$ cat src/rtl/shift_arb_pkg.sv
// Shared types and constants for the shift arbiter.
//   state_e : arbiter FSM states
//   OP_*    : shifter op codes {sign_ext,dir}
//   SA_W, DST_W, OP_W : field widths of shift amount, destination tag, op code
package shift_arb_pkg;

  localparam int SA_W  = 5;
  localparam int DST_W = 5;
  localparam int OP_W  = 2;

  localparam logic [OP_W-1:0] OP_SLL = 2'b00;
  localparam logic [OP_W-1:0] OP_SRL = 2'b01;
  localparam logic [OP_W-1:0] OP_SRA = 2'b11;

  typedef enum logic [1:0] {
    IDLE = 2'd0,
    BUSY = 2'd1,
    RESP = 2'd2
  } state_e;

  // Tag 0 marks a request that is consumed without producing a response.
  function automatic logic is_nop(input logic [DST_W-1:0] dst);
    return (dst == '0);
  endfunction

endpackage

$ cat src/rtl/shift_arbiter_rr.sv
// Round-robin one-hot grant generator.
// The search starts at ptr_i and wraps modulo NREQ; the first asserted
// request wins.
//   req_i : request vector
//   ptr_i : highest-priority index for this cycle
//   gnt_o : one-hot grant (all zero when no request)
//   idx_o : binary index of the granted request
//   any_o : at least one request present
module rr_arbiter #(
  parameter int NREQ = 4,
  parameter int IDW  = $clog2(NREQ)
) (
  input  logic [NREQ-1:0] req_i,
  input  logic [IDW-1:0]  ptr_i,
  output logic [NREQ-1:0] gnt_o,
  output logic [IDW-1:0]  idx_o,
  output logic            any_o
);

  int             cand;
  logic [IDW-1:0] cand_idx;

  always_comb begin
    gnt_o    = '0;
    idx_o    = '0;
    any_o    = 1'b0;
    cand     = 0;
    cand_idx = '0;
    for (int k = 0; k < NREQ; k++) begin
      cand     = (int'(ptr_i) + k) % NREQ;
      cand_idx = IDW'(cand);
      if (!any_o && req_i[cand_idx]) begin
        any_o           = 1'b1;
        gnt_o[cand_idx] = 1'b1;
        idx_o           = cand_idx;
      end
    end
  end

endmodule

$ cat src/rtl/shift_arbiter.sv
// Shares one serial shifter between NREQ requesters: round-robin grant,
// operand hold registers, shifter start sequencing and one tagged response
// channel with backpressure.
//
// Optional feature macro: SHIFT_ARB_ZERO_BYPASS_EN
//   defined   : sa==0 requests bypass the shifter, opB is returned directly.
//   undefined : sa==0 requests go through the shifter like any other.
//
// Ports
//   clk, reset             : clock, synchronous active-high reset
//   req_valid / req_ready  : per-requester handshake, req_ready one-hot
//   req_opB/sa/op/dst      : flattened per-requester operands, slice i
//   rsp_valid / rsp_ready  : response handshake
//   rsp_id/dst/result      : requester index, echoed tag, shifted value
//   sh_start, sh_opB/sa/op/dst : command to the shifter (from hold regs)
//   sh_stalled, sh_result  : shifter busy flag and result register
//
// state | meaning
// IDLE  | granting; req_ready is the combinational round-robin grant
// BUSY  | sh_start high, waiting for the cycle where sh_stalled is low
// RESP  | response held on rsp_* until rsp_ready
module shift_arbiter
  import shift_arb_pkg::*;
#(
  parameter int NREQ  = 4,
  parameter int WIDTH = 32
) (
  input  logic                     clk,
  input  logic                     reset,
  input  logic [NREQ-1:0]          req_valid,
  output logic [NREQ-1:0]          req_ready,
  input  logic [NREQ*WIDTH-1:0]    req_opB,
  input  logic [NREQ*SA_W-1:0]     req_sa,
  input  logic [NREQ*OP_W-1:0]     req_op,
  input  logic [NREQ*DST_W-1:0]    req_dst,
  output logic                     rsp_valid,
  input  logic                     rsp_ready,
  output logic [$clog2(NREQ)-1:0]  rsp_id,
  output logic [DST_W-1:0]         rsp_dst,
  output logic [WIDTH-1:0]         rsp_result,
  output logic                     sh_start,
  output logic [WIDTH-1:0]         sh_opB,
  output logic [SA_W-1:0]          sh_sa,
  output logic [OP_W-1:0]          sh_op,
  output logic [DST_W-1:0]         sh_dst,
  input  logic                     sh_stalled,
  input  logic [WIDTH-1:0]         sh_result
);

  localparam int IDW = $clog2(NREQ);

  state_e           state_q;
  logic [IDW-1:0]   ptr_q;
  logic [IDW-1:0]   ptr_d;
  logic [WIDTH-1:0] hold_opB_q;
  logic [SA_W-1:0]  hold_sa_q;
  logic [OP_W-1:0]  hold_op_q;
  logic [DST_W-1:0] hold_dst_q;
  logic [IDW-1:0]   hold_id_q;
  logic             sh_start_q;
  logic             rsp_valid_q;
  logic [IDW-1:0]   rsp_id_q;
  logic [DST_W-1:0] rsp_dst_q;
  logic [WIDTH-1:0] rsp_result_q;

  logic [NREQ-1:0]  gnt;
  logic [IDW-1:0]   win_idx;
  logic             any_req;
  logic [WIDTH-1:0] sel_opB;
  logic [SA_W-1:0]  sel_sa;
  logic [OP_W-1:0]  sel_op;
  logic [DST_W-1:0] sel_dst;

  rr_arbiter #(
    .NREQ (NREQ),
    .IDW  (IDW)
  ) u_rr (
    .req_i (req_valid),
    .ptr_i (ptr_q),
    .gnt_o (gnt),
    .idx_o (win_idx),
    .any_o (any_req)
  );

  // Grants are only visible in IDLE so the response never overlaps a grant.
  assign req_ready = (state_q == IDLE) ? gnt : '0;

  always_comb begin
    sel_opB = req_opB[win_idx*WIDTH +: WIDTH];
    sel_sa  = req_sa[win_idx*SA_W +: SA_W];
    sel_op  = req_op[win_idx*OP_W +: OP_W];
    sel_dst = req_dst[win_idx*DST_W +: DST_W];
    ptr_d   = (int'(win_idx) == NREQ - 1) ? '0 : win_idx + 1'b1;
  end

  always_ff @(posedge clk) begin
    if (reset) begin
      state_q      <= IDLE;
      ptr_q        <= '0;
      hold_opB_q   <= '0;
      hold_sa_q    <= '0;
      hold_op_q    <= '0;
      hold_dst_q   <= '0;
      hold_id_q    <= '0;
      sh_start_q   <= 1'b0;
      rsp_valid_q  <= 1'b0;
      rsp_id_q     <= '0;
      rsp_dst_q    <= '0;
      rsp_result_q <= '0;
    end else begin
      case (state_q)
        IDLE: begin
          if (any_req) begin
            hold_opB_q <= sel_opB;
            hold_sa_q  <= sel_sa;
            hold_op_q  <= sel_op;
            hold_dst_q <= sel_dst;
            hold_id_q  <= win_idx;
            ptr_q      <= ptr_d;
            if (!is_nop(sel_dst)) begin
`ifdef SHIFT_ARB_ZERO_BYPASS_EN
              if (sel_sa == '0) begin
                rsp_result_q <= sel_opB;
                rsp_id_q     <= win_idx;
                rsp_dst_q    <= sel_dst;
                rsp_valid_q  <= 1'b1;
                state_q      <= RESP;
              end else begin
                sh_start_q <= 1'b1;
                state_q    <= BUSY;
              end
`else
              sh_start_q <= 1'b1;
              state_q    <= BUSY;
`endif
            end
          end
        end
        BUSY: begin
          // sh_stalled already covers the start cycle, so low means done;
          // start must drop now or the shifter would begin again.
          if (!sh_stalled) begin
            rsp_result_q <= sh_result;
            rsp_id_q     <= hold_id_q;
            rsp_dst_q    <= hold_dst_q;
            rsp_valid_q  <= 1'b1;
            sh_start_q   <= 1'b0;
            state_q      <= RESP;
          end
        end
        RESP: begin
          if (rsp_ready) begin
            rsp_valid_q <= 1'b0;
            state_q     <= IDLE;
          end
        end
        default: begin
          sh_start_q  <= 1'b0;
          rsp_valid_q <= 1'b0;
          state_q     <= IDLE;
        end
      endcase
    end
  end

  assign sh_start   = sh_start_q;
  assign sh_opB     = hold_opB_q;
  assign sh_sa      = hold_sa_q;
  assign sh_op      = hold_op_q;
  assign sh_dst     = hold_dst_q;
  assign rsp_valid  = rsp_valid_q;
  assign rsp_id     = rsp_id_q;
  assign rsp_dst    = rsp_dst_q;
  assign rsp_result = rsp_result_q;

endmodule

$ cat config.mk
export PLATFORM = sky130hd
export DESIGN_NAME = shift_arbiter
export DESIGN_NICKNAME = d
export VERILOG_FILES = /design/src/rtl/shift_arb_pkg.sv /design/src/rtl/shift_arbiter_rr.sv /design/src/rtl/shift_arbiter.sv
export SDC_FILE = /design/constraint.sdc
export NUM_CORES = 1
export LEC_CHECK = 0
export BUFFER_PORTS_ARGS = -buffer_cell sky130_fd_sc_hd__buf_2
export CORE_AREA = 2 2 119 121
export CTS_BUF_LIST = sky130_fd_sc_hd__clkbuf_16
export CTS_CLUSTER_DIAMETER = 60
export CTS_CLUSTER_SIZE = 20
export DETAILED_ROUTE_END_ITERATION = 16
export DIE_AREA = 0 0 121 123
export GPL_ROUTABILITY_DRIVEN = 0
export PLACE_DENSITY = 0.77
export REMOVE_ABC_BUFFERS = 1
export SYNTH_ARGS = -nofsm -noshare
export SYNTH_HDL_FRONTEND = slang
export SYNTH_SLANG_ARGS = --single-unit
$ cat constraint.sdc
create_clock -name clk -period 3.7 [get_ports clk]
set_clock_uncertainty 0.1 [all_clocks]
set_input_delay 0.37 -clock clk [delete_from_list [all_inputs] [get_ports clk]]
set_output_delay 0.37 -clock clk [all_outputs]
set_load 0.005 [all_outputs]
After elaboration in Yosys (flattened, before gate mapping)
Cells that the tools add are included.
Operators by class
  add/sub/neg operators: 4
  multipliers: 1
  order comparisons: 8
  eq/ne operators: 7
  shift operators: 4
  mux-type cells: 42
  bitwise gates (word level): 6
  reduce and logical (&&, ||, !) cells: 17
Operator list (count)
  $shiftx A128 B8 Y32: 1
  $shiftx A20 B6 Y5: 2
  $mux W4: 5
  $mux W2: 9
  $mux W1: 17
  $lt A2 B3 Y1 const B: 4
  $or A4 B4 Y4: 3
  $bmux W1 S2: 4
  $demux W1 S2: 4
  $ge A2 B1 Y1 const B: 4
  $ne A2 B2 Y1 const B: 4
  $reduce_and A4 Y1: 2
  $shiftx A8 B4 Y2: 1
  $logic_and A1 B1 Y1: 7
  $pmux W1 S3: 2
  $pmux W2 S3: 1
  $logic_not A5 Y1: 1
  $mul A2 B3 Y5 const B: 1
  $add A2 B1 Y2 const B: 2
  $add A2 B2 Y2 const B: 2
  $eq A2 B1 Y1 const B: 2
  $reduce_and A2 Y1: 2
  $logic_not A1 Y1: 3
  $not A1 Y1: 3
  3 further kinds: 3
Word-level totals
  bits in registers: 91
  bits of input ports: 216
  output and inout port bits: 89

Depth between registers and ports, before layout
  word-level depth: 18
  depth in mapped cells: 13
  depth with buffers taken out: 10

Hierarchy
From an unflattened synthesis, not the netlist that was laid out.
Unflattened totals
  cell total of the unflattened synthesis: 512
  area total of the unflattened synthesis: 4715.8 µm²
By module, submodules not included
  shift_arbiter: instances 1, cells each 467, area an instance 4296.6 µm², seq. area each 1821.7 µm²
  rr_arbiter: instances 1, cells each 45, area an instance 419.2 µm², seq. area each 0.0 µm²

Least setup slack after synthesis
Ideal clock, no wire load.
  path type: register to register
  start point: register ptr_q[0]
  end point: register state_q[0]
  arrival: 3322 ps
  data required time: 3469 ps
  slack: 148 ps
  stages on the path, launching flop included: 12
  period minus slack after synthesis: 3552 ps
  cells stage by stage: dfxtp_1 buf_2 inv_1 ha_1 mux4_2 nor2b_4 nor2_2 mux2i_4 mux4_2 nor2_1 a311o_1 a211oi_2
Between the ends
  cells in the longest elaborated chain, start to end: 17
Ends and longest elaborated chain
  from (decl): line shift_arbiter.sv:53  | logic [IDW-1:0] ptr_q;
  from (signal assigned): line shift_arbiter.sv:119  | ptr_q <= ptr_d;
  parallel branches: the longest is 16 deep, another holds $mul A2 B3 Y5
  $reduce_and A4 Y1 (no source line) (*)
  to (signal assigned): line shift_arbiter.sv:98  | state_q <= IDLE;
  to (signal assigned): line shift_arbiter.sv:134  | state_q <= BUSY;
  to (signal assigned): line shift_arbiter.sv:148  | state_q <= RESP;
  to (decl): line shift_arbiter.sv:52  | state_e state_q;
Every way passes the cells marked *. The select of a mux whose other input is x is not followed.
A chain may end at the register's enable or synchronous reset.

Worst setup path after layout
  start point: register ptr_q[0]
  end point: register sh_start_q (netlist: sh_start)
Between the ends
  cells in the longest elaborated chain, start to end: 17
Ends and longest elaborated chain
  parallel branches: the longest is 16 deep, another holds $mul A2 B3 Y5
  $reduce_and A4 Y1 (no source line) (*)
  to (signal assigned): line shift_arbiter.sv:105  | sh_start_q <= 1'b0;
  to (signal assigned): line shift_arbiter.sv:133  | sh_start_q <= 1'b1;
  to (signal assigned): line shift_arbiter.sv:147  | sh_start_q <= 1'b0;
  to (decl): line shift_arbiter.sv:60  | logic sh_start_q;
Marked as above.

==> impl_results.md <==
* GR Util All Layers at 21.5%
* Row count at 43
* Reg2reg path depth at 10
* Max transition margin at just over 50%
* CTS tree: done
* Setup TNS at 0 ns
* HPWL after DPL at around 12 mm
* DR pass1 iterations at 4
* ANT cells at 0
* Worst Path Arrival at approximately 3.4 ns
* Leak at 3.38 nW
* Max Cap Violations at 0
* RSZ-0062 raised after global routing: no
* FF-to-FF Start: ptr_q[0]
* Hold Crit Class: input pin to register
* Crit path cell chain: inv_1, ha_1, mux4_2, nor2b_4, nor2_2, mux2i_4, mux4_2, nor2_1, a311o_1, a21oi_1
* Syn Inst Count at 729
* CTS H-tree depth at 3
* CP startpoint kind: register
* Number of flops mapped to enable cells by yosys at 0
* Total power at 5.41 mW
* Outcome: complete, no violations
* Height of the die at approximately 120 um
* CTS clk-pin slew, worst paths at 0.07 ns
* Non-Filler Instances at approximately 1200
* Chip width at roughly 120 um
* Pwr Density at around 790 mW/mm^2
* CP delay by family, top: multiplexers
* Critical R2R Capture: sh_start
* GR Overflow Total at 0
* Ys Warns at 0
* Initial antenna violation count at 1
* Routed vias at 5820
* Avg Inst Size Synth at about 6.7 sq um
* Fillers at approximately 1400
* WL final at ~16 mm
* Antenna Nets Post-Route at 0
* Final nets at 1224
* Worst Path Buf+Inv at 1
* Final Max Slew Viols at 0
* I/O Buffers at 304
* Crit path largest cell delay at 0.61 ns
* Sink Count at slightly above 90
* Post-Syn Area at slightly below 0.005 sq mm
* Synth cell types at 35
* Via/cell ratio at 4.91
* WHS Endpoint: rsp_result[13]
* Die ar. at 0.0149 sq mm
* VDD IR max at approximately 0.32 mV
* Hold Startpoint: sh_result[13]
* Post-DR wirelength/cell at about 14 um
* Worst Max-Slew Pin Slew at 0.729 ns
* Fin crit period at ~3.3 ns
* Hold Vio Cnt, Final at 0
* Hold Path Stages at 3
* Area Overhead vs Synth at 40.9%
* FF+latch count, synth at 91
* Most used cell, CP: mux4_2
* Worst-path fanout max at 7
* Prevailing post-synth register cell: dfxtp_1
* Clk_lat worst skew at ~0.34 ns
* CTS Root Cell: clkbuf_16
* Core area at roughly 0.014 sq mm
* CTS buffer count at 9
* Worst reg-to-reg setup slack at 0.41 ns
* Core Util, Final at between 50% and 60%
* Crit end category: register
* Post-synthesis async set-or-reset flop share at 0%
* Placement-stage cell area at approximately 0.0066 sq mm
* Top Ports at around 310
* First-pass GRT wire length at between 20 and 30 mm
* Postcts setup bufs at 0
* Slowest CP cell: mux4_2
* Clock Path Buffers at 2
* Crit Path Category: register to register
* FMAX at between 300 and 400 MHz
* DRC violations left at 0
* Final Cycle Share at roughly nine tenths
* Critical Path RT at 3.81 ns
* Initial drt markers at between 300 and 400
* Hold-fix buffers, CTS at 0
* Final Cell Area at 0.00687 sq mm
* Initial core utilization at between 30 and 40%
* Seq/Total Area, Yosys at a little under two fifths
* Gates resized, CTS repair at 0
* Vias in the first global route at 5169
* Placed insts at 1169
* Final setup viols at 0
* Layout cell share with drive strength beyond 1 at a little over a third
* Largest net degree at the start of global routing at 92
## worst max-delay path by stage
| stage | startpoint | end | slack (ns) | depth (start not counted) |
|---|---|---|---|---|
| 4_1_cts | ptr_q[0] | sh_start | 0.39 | 10 |
| 6_report | ptr_q[0] | sh_start | 0.41 | 10 |
| 5_1_grt | ptr_q[0] | sh_start | 0.21 | 10 |
| 2_1_floorplan | ptr_q[0] | state_q[0] | -4.47 | 8 |
| 3_3_place_gp | ptr_q[0] | state_q[0] | 0.52 | 10 |
| 3_5_place_dp | ptr_q[0] | sh_start | 0.40 | 10 |
## layout by cell type, fill, tap and decap left out, types with 2 or more instances in the layout
| master | netlist | routed |
|---|---|---|
| a211oi_1 | 3 | 3 |
| a21oi_1 | 92 | 92 |
| a221oi_1 | 4 | 4 |
| a22oi_1 | 4 | 4 |
| a311o_1 | 2 | 2 |
| buf_12 | 0 | 3 |
| buf_2 | 3 | 304 |
| buf_4 | 0 | 11 |
| clkbuf_16 | 0 | 9 |
| clkinv_2 | 0 | 2 |
| dfxtp_1 | 91 | 91 |
| ha_1 | 8 | 8 |
| inv_1 | 5 | 5 |
| inv_6 | 0 | 2 |
| mux2_2 | 2 | 2 |
| mux2i_1 | 2 | 2 |
| mux4_2 | 7 | 7 |
| nand2_1 | 286 | 286 |
| nand3_1 | 118 | 118 |
| nor2_1 | 26 | 24 |
| nor2_2 | 1 | 2 |
| o21ai_0 | 2 | 2 |
| or2_2 | 3 | 3 |
## sequential cells by signal, indices dropped and copies added, names as in the netlist
signal and count:
rsp_dst 5, sh_start 1, sh_opB 32, state_q 2, sh_sa 5, hold_id_q 2, rsp_id 2, rsp_valid 1
sh_dst 5, rsp_result 32, sh_op 2, ptr_q 2
## layer usage
layer | global-route usage [%] | part of all wire [%] | vias up
li1 | - | - | 2976
met1 | 25.0 | 40 | 2603
met3 | 4.70 | 7.6 | 17
met2 | 39.2 | 51 | 222
met4 | 6.98 | 1.5 | 2
met5 | 0 | 0.067 | -
## cells in the mapped netlist (4+ instances only)
cell type / n / area, sq um
inv_1: 5 / 18.8
dfxtp_1: 91 / 1820
ha_1: 8 / 100
a221oi_1: 4 / 35.0
nor2_1: 26 / 97.6
nand3_1: 118 / 591
a22oi_1: 4 / 30.0
nand2_1: 286 / 1070
mux4_2: 7 / 158
clkbuf_1: 49 / 184
buf_1: 5 / 18.8
a21oi_1: 92 / 460
## final cells by class
| type | instances | area, sq um | share of cell area (%) |
|---|---|---|---|
| Tap cell | 180 | 225 | 3.28 |
| Sequential cell | 91 | 1820 | 26.5 |
| Clock inverter | 7 | 73.8 | 1.07 |
| Multi-Input combinational cell | 575 | 2840 | 41.3 |
| Inverter | 5 | 18.8 | 0.273 |
| Timing Repair Buffer | 318 | 1660 | 24.2 |
| Clock buffer | 9 | 225 | 3.28 |
## cells by family (layout without fill, tap and decap cells)
logic type               count (synthesis)  count (layout)  share of synthesized area [%]
AND/OR/NAND/NOR                        441             441                           37.8
AO/OA/AOI/OAI                          113             113                           13.0
flip-flops                              91              91                           37.4
buffers and inverters                   63             339                           5.08
multiplexers                            12              12                           4.57
adder cells (fa/ha/maj)                  8               8                           2.05
XOR/XNOR                                 1               1                          0.180
## where the power goes
| group | total (mW) | switching, mW | internal (mW) |
|---|---|---|---|
| Combinational | 3.07 | 1.84 | 1.23 |
| Sequential | 1.41 | 0.139 | 1.27 |
| Clock | 0.924 | 0.397 | 0.527 |
| Total | 5.41 | 2.38 | 3.03 |
## worst min-delay path, cell delays in order
cell and delay, ns:
buf_2 0.10, nand2_1 0.04, a21oi_1 0.05
## through the flow
stage	hold slack (ns)	worst slack, ns
2_1_floorplan	0.326	-4.47
3_3_place_gp	0.339	0.516
3_5_place_dp	0.343	0.397
4_1_cts	0.143	0.392
5_1_grt	0.153	0.212
6_report	0.160	0.407
(Power assumes the default switching activity.)
